$ cat src/rtl/iq_pulse_capture_if.sv
// Bundle of the sample-capture handshake signals.
//   START, PULSE_LEN           : window arm pulse and sample count
//   IDATA, QDATA, VALID        : DDC sample stream (no backpressure)
//   DATA_OUT, ADDR_OUT,
//   OUT_VALID, OUT_READY       : packed {Q,I} output stream with sample index
//   BUSY, RECEIVE_OVER,
//   OVERFLOW                   : window status
// master drives the stimulus side, slave is the capture block.
interface iq_pulse_capture_if #(
    parameter int LEN_W = 16
);
    logic             START;
    logic [LEN_W-1:0] PULSE_LEN;
    logic [15:0]      IDATA;
    logic [15:0]      QDATA;
    logic             VALID;
    logic [31:0]      DATA_OUT;
    logic [LEN_W-1:0] ADDR_OUT;
    logic             OUT_VALID;
    logic             OUT_READY;
    logic             BUSY;
    logic             RECEIVE_OVER;
    logic             OVERFLOW;

    modport master (
        output START, PULSE_LEN, IDATA, QDATA, VALID, OUT_READY,
        input  DATA_OUT, ADDR_OUT, OUT_VALID, BUSY, RECEIVE_OVER, OVERFLOW
    );

    modport slave (
        input  START, PULSE_LEN, IDATA, QDATA, VALID, OUT_READY,
        output DATA_OUT, ADDR_OUT, OUT_VALID, BUSY, RECEIVE_OVER, OVERFLOW
    );
endinterface

$ cat src/rtl/iq_pulse_capture.sv
// Captures PULSE_LEN DDC samples per armed window, packs them as {Q,I},
// buffers them in a DEPTH-entry FIFO and drains them through a registered
// valid/ready port with a running sample address.
//   CLK, RESET : clock, synchronous active-high reset
//   bus        : slave view of iq_pulse_capture_if (see interface header)
//
// state     | meaning
// ----------+-----------------------------------------------------------
// S_IDLE    | waiting for START
// S_CAPTURE | counting VALID strobes until len samples have arrived
// S_DRAIN   | capture finished, emptying FIFO and output register
// S_DONE    | one cycle; raises RECEIVE_OVER, drops BUSY
module iq_pulse_capture #(
    parameter int DEPTH = 64,
    parameter int AW    = 6,
    parameter int LEN_W = 16
) (
    input  logic            CLK,
    input  logic            RESET,
    iq_pulse_capture_if.slave bus
);

    typedef enum logic [1:0] {
        S_IDLE    = 2'd0,
        S_CAPTURE = 2'd1,
        S_DRAIN   = 2'd2,
        S_DONE    = 2'd3
    } state_t;

    localparam logic [AW:0] OCC_FULL = (AW+1)'(DEPTH);

    state_t           state;
    state_t           state_nxt;

    logic [LEN_W-1:0] len_q;
    logic [LEN_W-1:0] cap_cnt;
    logic [31:0]      mem [DEPTH];
    logic [AW-1:0]    wr_ptr;
    logic [AW-1:0]    rd_ptr;
    logic [AW:0]      occ;

    logic [31:0]      data_out;
    logic [LEN_W-1:0] addr_out;
    logic             out_valid;
    logic             busy;
    logic             receive_over;
    logic             overflow;

    logic             fifo_full;
    logic             fifo_empty;
    logic             wr_en;
    logic             rd_en;
    logic             drop;
    logic             out_xfer;

    logic             arm;
    logic             cap_en;
    logic             done;

    assign fifo_full  = (occ == OCC_FULL);
    assign fifo_empty = (occ == '0);

    // ---------------- FSM: state register ----------------
    always_ff @(posedge CLK) begin
        if (RESET) begin
            state <= S_IDLE;
        end else begin
            state <= state_nxt;
        end
    end

    // ---------------- FSM: next state ----------------
    always_comb begin
        state_nxt = state;
        case (state)
            S_IDLE: begin
                if (bus.START) begin
                    state_nxt = (bus.PULSE_LEN == '0) ? S_DONE : S_CAPTURE;
                end
            end
            S_CAPTURE: begin
                // cap_cnt < len_q here, so the increment cannot wrap
                if (bus.VALID && ((cap_cnt + LEN_W'(1)) == len_q)) begin
                    state_nxt = S_DRAIN;
                end
            end
            S_DRAIN: begin
                // a sample being accepted this cycle no longer counts as held
                if (fifo_empty && (!out_valid || bus.OUT_READY)) begin
                    state_nxt = S_DONE;
                end
            end
            S_DONE: begin
                state_nxt = S_IDLE;
            end
            default: begin
                state_nxt = S_IDLE;
            end
        endcase
    end

    // ---------------- FSM: outputs ----------------
    always_comb begin
        arm    = 1'b0;
        cap_en = 1'b0;
        done   = 1'b0;
        case (state)
            S_IDLE:    arm    = bus.START;
            S_CAPTURE: cap_en = bus.VALID;
            S_DONE:    done   = 1'b1;
            default: ;
        endcase
    end

    assign wr_en    = cap_en && !fifo_full;
    assign drop     = cap_en && fifo_full;
    assign out_xfer = out_valid && bus.OUT_READY;
    assign rd_en    = !fifo_empty && (!out_valid || bus.OUT_READY);

    // ---------------- window control ----------------
    always_ff @(posedge CLK) begin
        if (RESET) begin
            len_q        <= '0;
            cap_cnt      <= '0;
            busy         <= 1'b0;
            receive_over <= 1'b0;
            overflow     <= 1'b0;
        end else begin
            receive_over <= done;
            if (arm) begin
                len_q    <= bus.PULSE_LEN;
                cap_cnt  <= '0;
                busy     <= 1'b1;
                overflow <= 1'b0;
            end else begin
                if (cap_en) begin
                    cap_cnt <= cap_cnt + LEN_W'(1);
                end
                if (drop) begin
                    overflow <= 1'b1;
                end
                if (done) begin
                    busy <= 1'b0;
                end
            end
        end
    end

    // ---------------- FIFO ----------------
    always_ff @(posedge CLK) begin
        if (wr_en) begin
            mem[wr_ptr] <= {bus.QDATA, bus.IDATA};
        end
    end

    always_ff @(posedge CLK) begin
        if (RESET) begin
            wr_ptr <= '0;
            rd_ptr <= '0;
            occ    <= '0;
        end else begin
            if (wr_en) begin
                wr_ptr <= wr_ptr + AW'(1);
            end
            if (rd_en) begin
                rd_ptr <= rd_ptr + AW'(1);
            end
            case ({wr_en, rd_en})
                2'b10:   occ <= occ + (AW+1)'(1);
                2'b01:   occ <= occ - (AW+1)'(1);
                default: occ <= occ;
            endcase
        end
    end

    // ---------------- output register ----------------
    always_ff @(posedge CLK) begin
        if (RESET) begin
            data_out  <= '0;
            out_valid <= 1'b0;
            addr_out  <= '0;
        end else begin
            if (rd_en) begin
                data_out  <= mem[rd_ptr];
                out_valid <= 1'b1;
            end else if (out_xfer) begin
                out_valid <= 1'b0;
            end
            // output path is always empty in IDLE, so START never races a transfer
            if (arm) begin
                addr_out <= '0;
            end else if (out_xfer) begin
                addr_out <= addr_out + LEN_W'(1);
            end
        end
    end

    assign bus.DATA_OUT     = data_out;
    assign bus.ADDR_OUT     = addr_out;
    assign bus.OUT_VALID    = out_valid;
    assign bus.BUSY         = busy;
    assign bus.RECEIVE_OVER = receive_over;
    assign bus.OVERFLOW     = overflow;

endmodule

$ cat src/flat_wrapper.sv
// flat-port wrapper written by rule: the top's interface ports become plain ports
module iq_pulse_capture_flat 
#(
    parameter int DEPTH = 64,
    parameter int AW    = 6,
    parameter int LEN_W = 16
)
  (CLK, RESET, bus_START, bus_PULSE_LEN, bus_IDATA, bus_QDATA, bus_VALID, bus_OUT_READY, bus_DATA_OUT, bus_ADDR_OUT, bus_OUT_VALID, bus_BUSY, bus_RECEIVE_OVER, bus_OVERFLOW);
  iq_pulse_capture_if #(.LEN_W(LEN_W)) bus_i ();
  input  logic CLK;
  input  logic RESET;
  input wire logic [$bits(bus_i.START)-1:0] bus_START;
  input wire logic [$bits(bus_i.PULSE_LEN)-1:0] bus_PULSE_LEN;
  input wire logic [$bits(bus_i.IDATA)-1:0] bus_IDATA;
  input wire logic [$bits(bus_i.QDATA)-1:0] bus_QDATA;
  input wire logic [$bits(bus_i.VALID)-1:0] bus_VALID;
  input wire logic [$bits(bus_i.OUT_READY)-1:0] bus_OUT_READY;
  output wire logic [$bits(bus_i.DATA_OUT)-1:0] bus_DATA_OUT;
  output wire logic [$bits(bus_i.ADDR_OUT)-1:0] bus_ADDR_OUT;
  output wire logic [$bits(bus_i.OUT_VALID)-1:0] bus_OUT_VALID;
  output wire logic [$bits(bus_i.BUSY)-1:0] bus_BUSY;
  output wire logic [$bits(bus_i.RECEIVE_OVER)-1:0] bus_RECEIVE_OVER;
  output wire logic [$bits(bus_i.OVERFLOW)-1:0] bus_OVERFLOW;
  assign bus_i.START = bus_START;
  assign bus_i.PULSE_LEN = bus_PULSE_LEN;
  assign bus_i.IDATA = bus_IDATA;
  assign bus_i.QDATA = bus_QDATA;
  assign bus_i.VALID = bus_VALID;
  assign bus_i.OUT_READY = bus_OUT_READY;
  assign bus_DATA_OUT = bus_i.DATA_OUT;
  assign bus_ADDR_OUT = bus_i.ADDR_OUT;
  assign bus_OUT_VALID = bus_i.OUT_VALID;
  assign bus_BUSY = bus_i.BUSY;
  assign bus_RECEIVE_OVER = bus_i.RECEIVE_OVER;
  assign bus_OVERFLOW = bus_i.OVERFLOW;
  iq_pulse_capture #(.DEPTH(DEPTH), .AW(AW), .LEN_W(LEN_W)) u_core (.CLK(CLK), .RESET(RESET), .bus(bus_i));
endmodule
$ cat config.mk
export PLATFORM = sky130hd
export DESIGN_NAME = iq_pulse_capture_flat
export DESIGN_NICKNAME = d
export VERILOG_FILES = /design/src/rtl/iq_pulse_capture_if.sv /design/src/rtl/iq_pulse_capture.sv /design/src/flat_wrapper.sv
export SDC_FILE = /design/constraint.sdc
export NUM_CORES = 2
export LEC_CHECK = 0
export BUFFER_PORTS_ARGS = -buffer_cell sky130_fd_sc_hd__buf_2
export CAP_MARGIN = 15
export CORE_MARGIN = 3
export CORE_UTILIZATION = 32
export CTS_CLUSTER_SIZE = 20
export DETAILED_ROUTE_END_ITERATION = 6
export MAX_ROUTING_LAYER = met4
export PLACE_DENSITY = 0.58
export REMOVE_ABC_BUFFERS = 1
export SETUP_SLACK_MARGIN = 0.4
export SKIP_LAST_GASP = 1
export SYNTH_ARGS = -nofsm -noshare
export SYNTH_HDL_FRONTEND = slang
export SYNTH_SLANG_ARGS = --single-unit
$ cat constraint.sdc
create_clock -name CLK -period 3.25 [get_ports CLK]
set_input_delay 0.4875 -clock CLK [delete_from_list [all_inputs] [get_ports CLK]]
set_output_delay 0.4875 -clock CLK [all_outputs]
set_load 0.01 [all_outputs]
### Yosys cells after proc, flatten, opt, wreduce, memory -nomap -nowiden

Memory sizes are Yosys's and may differ from the RTL's. A register that Yosys moved wholly into a read port is not among the register bits.
Cells that the tools add are included.

| storage, ports and cells | value |
|---|---|
| flip-flop bits (word level) | 73 |
| bits in latches | 0 |
| memory bits (writable) | 2048 |
| ROM bits | 0 |
| bits of input ports | 53 |
| word-level logic and storage cells | 61 |
| memories kept | 1 |

Memory list:

| memory | depth | bits a word | rd ports | clocked after Yosys merged registers in | write ports | RTL line | source |
|---|---|---|---|---|---|---|---|
| u_core.mem | 64 | 32 | 1 | 1 | 1 | iq_pulse_capture.sv:37 | `logic [31:0] mem [DEPTH];` |

| operators by class | value |
|---|---|
| add/subtract/negate cells | 6 |
| $mul | 0 |
| divide/modulo/power cells | 0 |
| order comparisons | 0 |
| equal/unequal tests | 10 |
| shifts and indexed selects | 0 |
| multiplexer cells | 15 |
| bitwise logic cells | 0 |
| reductions and logical operators | 18 |

Operator list:

| operator | count |
|---|---|
| $add 16x1->16 const B | 2 |
| $eq 16x16->1 | 1 |
| $logic_not 16->1 | 1 |
| $pmux 7 s2 | 1 |
| $add 6x1->6 const B | 2 |
| $mux 1 | 9 |
| $mux 2 | 4 |
| $pmux 2 s4 | 1 |
| $add 7x1->7 const B | 1 |
| $eq 7x7->1 const B | 1 |
| $logic_not 7->1 | 1 |
| $sub 7x1->7 const B | 1 |
| $eq 2x2->1 const B | 3 |
| $logic_and 1x1->1 | 6 |
| $reduce_bool 2->1 | 3 |
| $eq 2x1->1 const B | 2 |
| $ne 2x1->1 const B | 2 |
| $logic_not 1->1 | 3 |
| $reduce_and 3->1 | 1 |
| $logic_not 2->1 | 1 |
| $ne 2x2->1 const B | 1 |
| $reduce_or 2->1 | 1 |
| $logic_or 1x1->1 | 1 |

### Longest topological paths before layout

| depth | value |
|---|---|
| depth in word-level cells | 5 |
| gate-level depth with buffers | 15 |
| depth with buffers taken out | 15 |

### Least setup slack after synthesis

Ideal clock, no wire load.

| timing path | value |
|---|---|
| kind | register to register |
| start | register u_core.occ[0] |
| end | register u_core.occ[6] |
| library setup time | 71 ps |
| data arrival time | 3319 ps |
| required time | 3179 ps |
| slack | -140 ps |
| stages on the path, launching flop included | 13 |
| path buffers | 0 |
| period minus slack after synthesis | 3390 ps |
| path through | dfxtp_1 or4_1 o41ai_4 clkinv_1 ha_1 ha_1 nor2b_1 o21ai_0 a21oi_1 o21ai_0 a21oi_1 or4_1 a21oi_1 |

| between the ends | value |
|---|---|
| cells in the longest elaborated chain, start to end | 5 |

Ends and longest elaborated chain:

| element | RTL line | source |
|---|---|---|
| start: declaration | iq_pulse_capture.sv:40 | `logic [AW:0] occ;` |
| start signal: assignment | iq_pulse_capture.sv:169 | `2'b10: occ <= occ + (AW+1)'(1);` |
| start signal: assignment | iq_pulse_capture.sv:170 | `2'b01: occ <= occ - (AW+1)'(1);` |
| $logic_not 7->1 (*) | iq_pulse_capture.sv:61 | `assign fifo_empty = (occ == '0);` |
| $logic_not 1->1 (*) | iq_pulse_capture.sv:118 | `assign rd_en = !fifo_empty && (!out_valid \|\| bus.OUT_READY);` |
| $logic_and 1x1->1 (*) | iq_pulse_capture.sv:118 |  |
| via u_core.rd_en | iq_pulse_capture.sv:52 | `logic rd_en;` |
| $eq 2x1->1 / $eq 2x2->1 (equally long branches) | iq_pulse_capture.sv:168 | `case ({wr_en, rd_en})` |
| $pmux 7 s2 / $reduce_bool 2->1 (equally long branches) | -- |  |

Mark *: on every way through the listed nets, which the timed path passes. The rest lies on a longest branch.
A chain may end at the register's enable or synchronous reset.

### Worst setup path after layout

Ends and elaborated chain as after synthesis.

==> impl_results.md <==
- Reg2reg end: u_core.occ[6]
- CP max stage delay: ~580 ps
- Die width: slightly above 500 µm
- Die height: 515 µm
- Critical path's top delay family: simple AND/OR/NAND/NOR gates
- Sequential share of the synthesized area: 76.6%
- IO buf count: 104
- Die ar.: 0.266 mm²
- # Max-Cap Violations: 0
- Min Hold Slack: 65.1 ps
- Drt wl/cell: 27.4 µm
- Tmin final: 3090 ps
- Stages on the worst setup path: 13
- RSZ-0062 raised after global routing: true
- Buffer levels on the longest clock path: 3
- Fin cells: 7,863
- Crit. End Element: flop
- Vias after detailed routing: slightly above 40,000
- Remaining routing DRC violations: 0
- CTS tree: done
- Root Buffer: clkbuf_16
- Detailed Place HPWL: around 120,000 µm
- Synth warnings: 0
- Worst Max-Slew Pin Slew: approximately 1200 ps
- Number of flops mapped to enable cells by yosys: 2,048
- Synthesized area: between 0.08 and 0.09 mm²
- Pwr/cell area: 716 mW/mm²
- R2R Setup Slk: 160 ps
- Yosys reg bits: 2,153
- Layout fillers: 23,000
- Core Rows: 186
- Core Util, Final: around two fifths
- Crit path kind: flop to flop
- Critical path, cell by cell: or4_4 -> o41ai_4 -> clkinv_2 -> ha_4 -> ha_4 -> nor2b_4 -> o21ai_2 -> a21oi_2 -> o21ai_2 -> buf_4 -> a21oi_2 -> or4_1 -> a21oi_1
- Primary FF master, synth: edfxtp_1
- Area Overhead vs Synth: 18.3%
- Initial antenna violation count: 11
- Final net count: 4,370
- Largest net degree at the start of global routing: 65
- CP max-delay cell: or4_4
- Iter 0 DRT Violations: 4,569
- Critical Path AT: 3840 ps
- Data required, critical path: 4010 ps
- Count of final hold-check violations: 0
- Highest clock rate: 324 MHz
- Gpl congestion: between 0.7 and 0.8
- Worst VDD drop: 597 µV
- Synth unique cells: 60
- Number of antenna-violating nets in the routed design: 0
- Setup violations, final: 0
- Crit share post-route: 94.9%
- Top-area cell type share of the netlist area: approximately three quarters
- Leakage power: 30.1 nW
- CP bufs+invs: 2
- Mapped Cells: 3,838
- Worst Setup EP: u_core.occ[6]
- Worst-path fanout max: 4
- Avg Vias per Cell: 5.24
- Number of global-route vias before repair: between 40,000 and 50,000
- Num CTS Buffers: 202
- TNS Setup: 0 ps
- Synthesized area per cell: 21.6 µm²
- H-tree depth: 4
- Start point of the critical path: u_core.occ[0]
- GR Util All Layers: approximately 17%
- Outcome: completed
- CTS clk-pin slew, worst paths: 60 ps
- Total grt overflow: 0
- Latest clock arrival within the worst-skew pair: 820 ps
- First-pass GRT wire length: 308,000 µm
- Leading area contributor after synthesis: edfxtp_1
- Clock sink count: 2,153
- Worst hold path type: input port to flop
- Startpoint type of the worst setup path: flop
- Synth area leaders: edfxtp_1 (74%), mux4_2 (15%), dfxtp_1 (2.5%)
- Final setup skew: 45.8 ps
- Core ar.: 0.258 mm²
- Asr flop ratio synth: 0%
- Num ports: 105
- Final WL: 215,000 µm
- Max_slew headroom: 20.1%
- Placed Instances: about 7,400
- Initial Utilization: 32.2%
- DR pass1 iterations: 5
- Reg-to-reg critical path startpoint: u_core.occ[0]
- Max Slew Vio Count: 0
- R2R cell count: 13
- Share of layout cells above drive strength 1: 32.0%
per-layer routing:
layer / GRT usage (%) / wire length [µm] / part of all wire [%] / vias up
met2: 25.7 / 103000 / 48 / 1457
met1: 23.1 / 94000 / 44 / 22500
met4: 3.36 / 3800 / 1.8 / 0
li1: - / - / - / 17000
met5: - / 0 / 0 / -
met3: 2.63 / 14400 / 6.7 / 251
registers in the layout, summed over array words and instances, names as in the netlist, 2 cells and up:
name,flops
u_core.cap_cnt,16
u_core.bus.ADDR_OUT,16
u_core.len_q,16
u_core.state,2
u_core.occ,7
u_core.mem,2048
u_core.rd_ptr,6
u_core.bus.DATA_OUT,32
u_core.wr_ptr,6
synthesized netlist by cell type, drive strengths merged (3+ instances only):
cell     instances
buf            147
xor2            30
clkbuf          65
a211o            3
nand2b          16
nor2           146
or2              3
nand2          128
o22ai            6
xnor2           22
a32oi            8
nor3            12
a21oi           75
inv             23
nor4             7
nand4           15
a31o             3
edfxtp        2048
a211oi          17
a22oi           58
mux4           562
a2111oi          6
ha              15
a311oi           3
and3             6
a31oi            4
and4             3
nand3           31
mux2i          109
or3             10
mux2             7
nor2b           18
o21ai           61
and2            13
dfxtp          105
o211ai           6
o2111ai          5
a21o            15
a221oi           8
cells by family after synthesis:
group                      after synthesis  share of synthesized area [%]
AOI/OAI and AO/OA                      287                           2.28
xor gates and xnor gates                52                          0.548
adders and majority gates               16                          0.250
buffers and inverters                  237                           1.42
DFF                                   2153                           76.6
muxes                                  678                           16.6
and+or+nand+nor                        415                           2.28
worst reg2reg max path, delay by kind of cell, from the launching register on:
kind	cells	cell delay [ps]
simple gates	3	1170
compound gates	6	830
fa+ha+maj	2	430
flops	1	320
buf+inv	2	280
metrics by stage:
step / instance area (µm²) / total power [W] / setup slack [ps]
after floorplan: 82000 / 0.0371 / -18220
after global placement: 90100 / 0.0473 / -337
after detailed placement: 90200 / 0.0474 / -297
after CTS: 97600 / 0.0709 / 9.19
after global routing: 98200 / 0.0731 / 37.0
final: 98300 / 0.0703 / 165
report_power, final:
| group | switching, W | leakage, nW | internal, W | total (W) |
|---|---|---|---|---|
| Clock | 0.0104 | 3.15 | 0.0128 | 0.0232 |
| Combinational | 0.00786 | 7.65 | 0.00802 | 0.0159 |
| Sequential | 0.000518 | 19.3 | 0.0308 | 0.0313 |
| Total | 0.0187 | 30.1 | 0.0516 | 0.0703 |
cell usage in the layout, fill, tap and decap left out, drive strengths merged, types with 15 or more instances in the layout:
cell / instances
a211oi: 17
a21o: 15
a21oi: 75
a22oi: 58
buf: 449
clkbuf: 250
clkinv: 96
dfxtp: 105
dlygate4sd3: 17
edfxtp: 2048
ha: 15
inv: 32
mux2i: 109
mux4: 562
nand2: 128
nand2b: 16
nand3: 31
nand4: 15
nor2: 151
nor2b: 18
o21ai: 61
xnor2: 22
xor2: 30
how the worst min path moves through the flow:
stage,startpoint,end,slack [ps],cells after the start
5_1_grt,bus_IDATA[14],u_core.mem[40][14],20,1
2_1_floorplan,u_core.len_q[0],u_core.len_q[0],440,2
3_5_place_dp,u_core.bus.DATA_OUT[8],u_core.bus.DATA_OUT[8],430,2
6_report,bus_IDATA[14],u_core.mem[60][14],70,1
3_3_place_gp,u_core.bus.DATA_OUT[8],u_core.bus.DATA_OUT[8],430,2
4_1_cts,RESET,u_core.wr_ptr[3],100,2
timing repair:
| action | CTS | global route |
|---|---|---|
| setup endpoints to repair | 370 | 470 |
| gates cloned | 5 | 0 |
| hold buffers | 17 | 0 |
| buffers inserted | 59 | 38 |
| endpoints found under the hold margin | 17 | 0 |
| pin swaps | 37 | 49 |
| resized for setup | 28 | 14 |
layout make-up:
cell class              count  area [µm²]  area share (%)
repair buffers            466        4900            4.98
inverters                  25         100           0.102
clock buffers             250        5370            5.47
clock inverters           127        1100            1.12
well taps                3384        4230            4.31
flip-flops and latches   2153       63600            64.8
multi-input cells        1453       18900            19.3
diodes                      5        12.5          0.0127
Power figures use the tool's default switching activity.
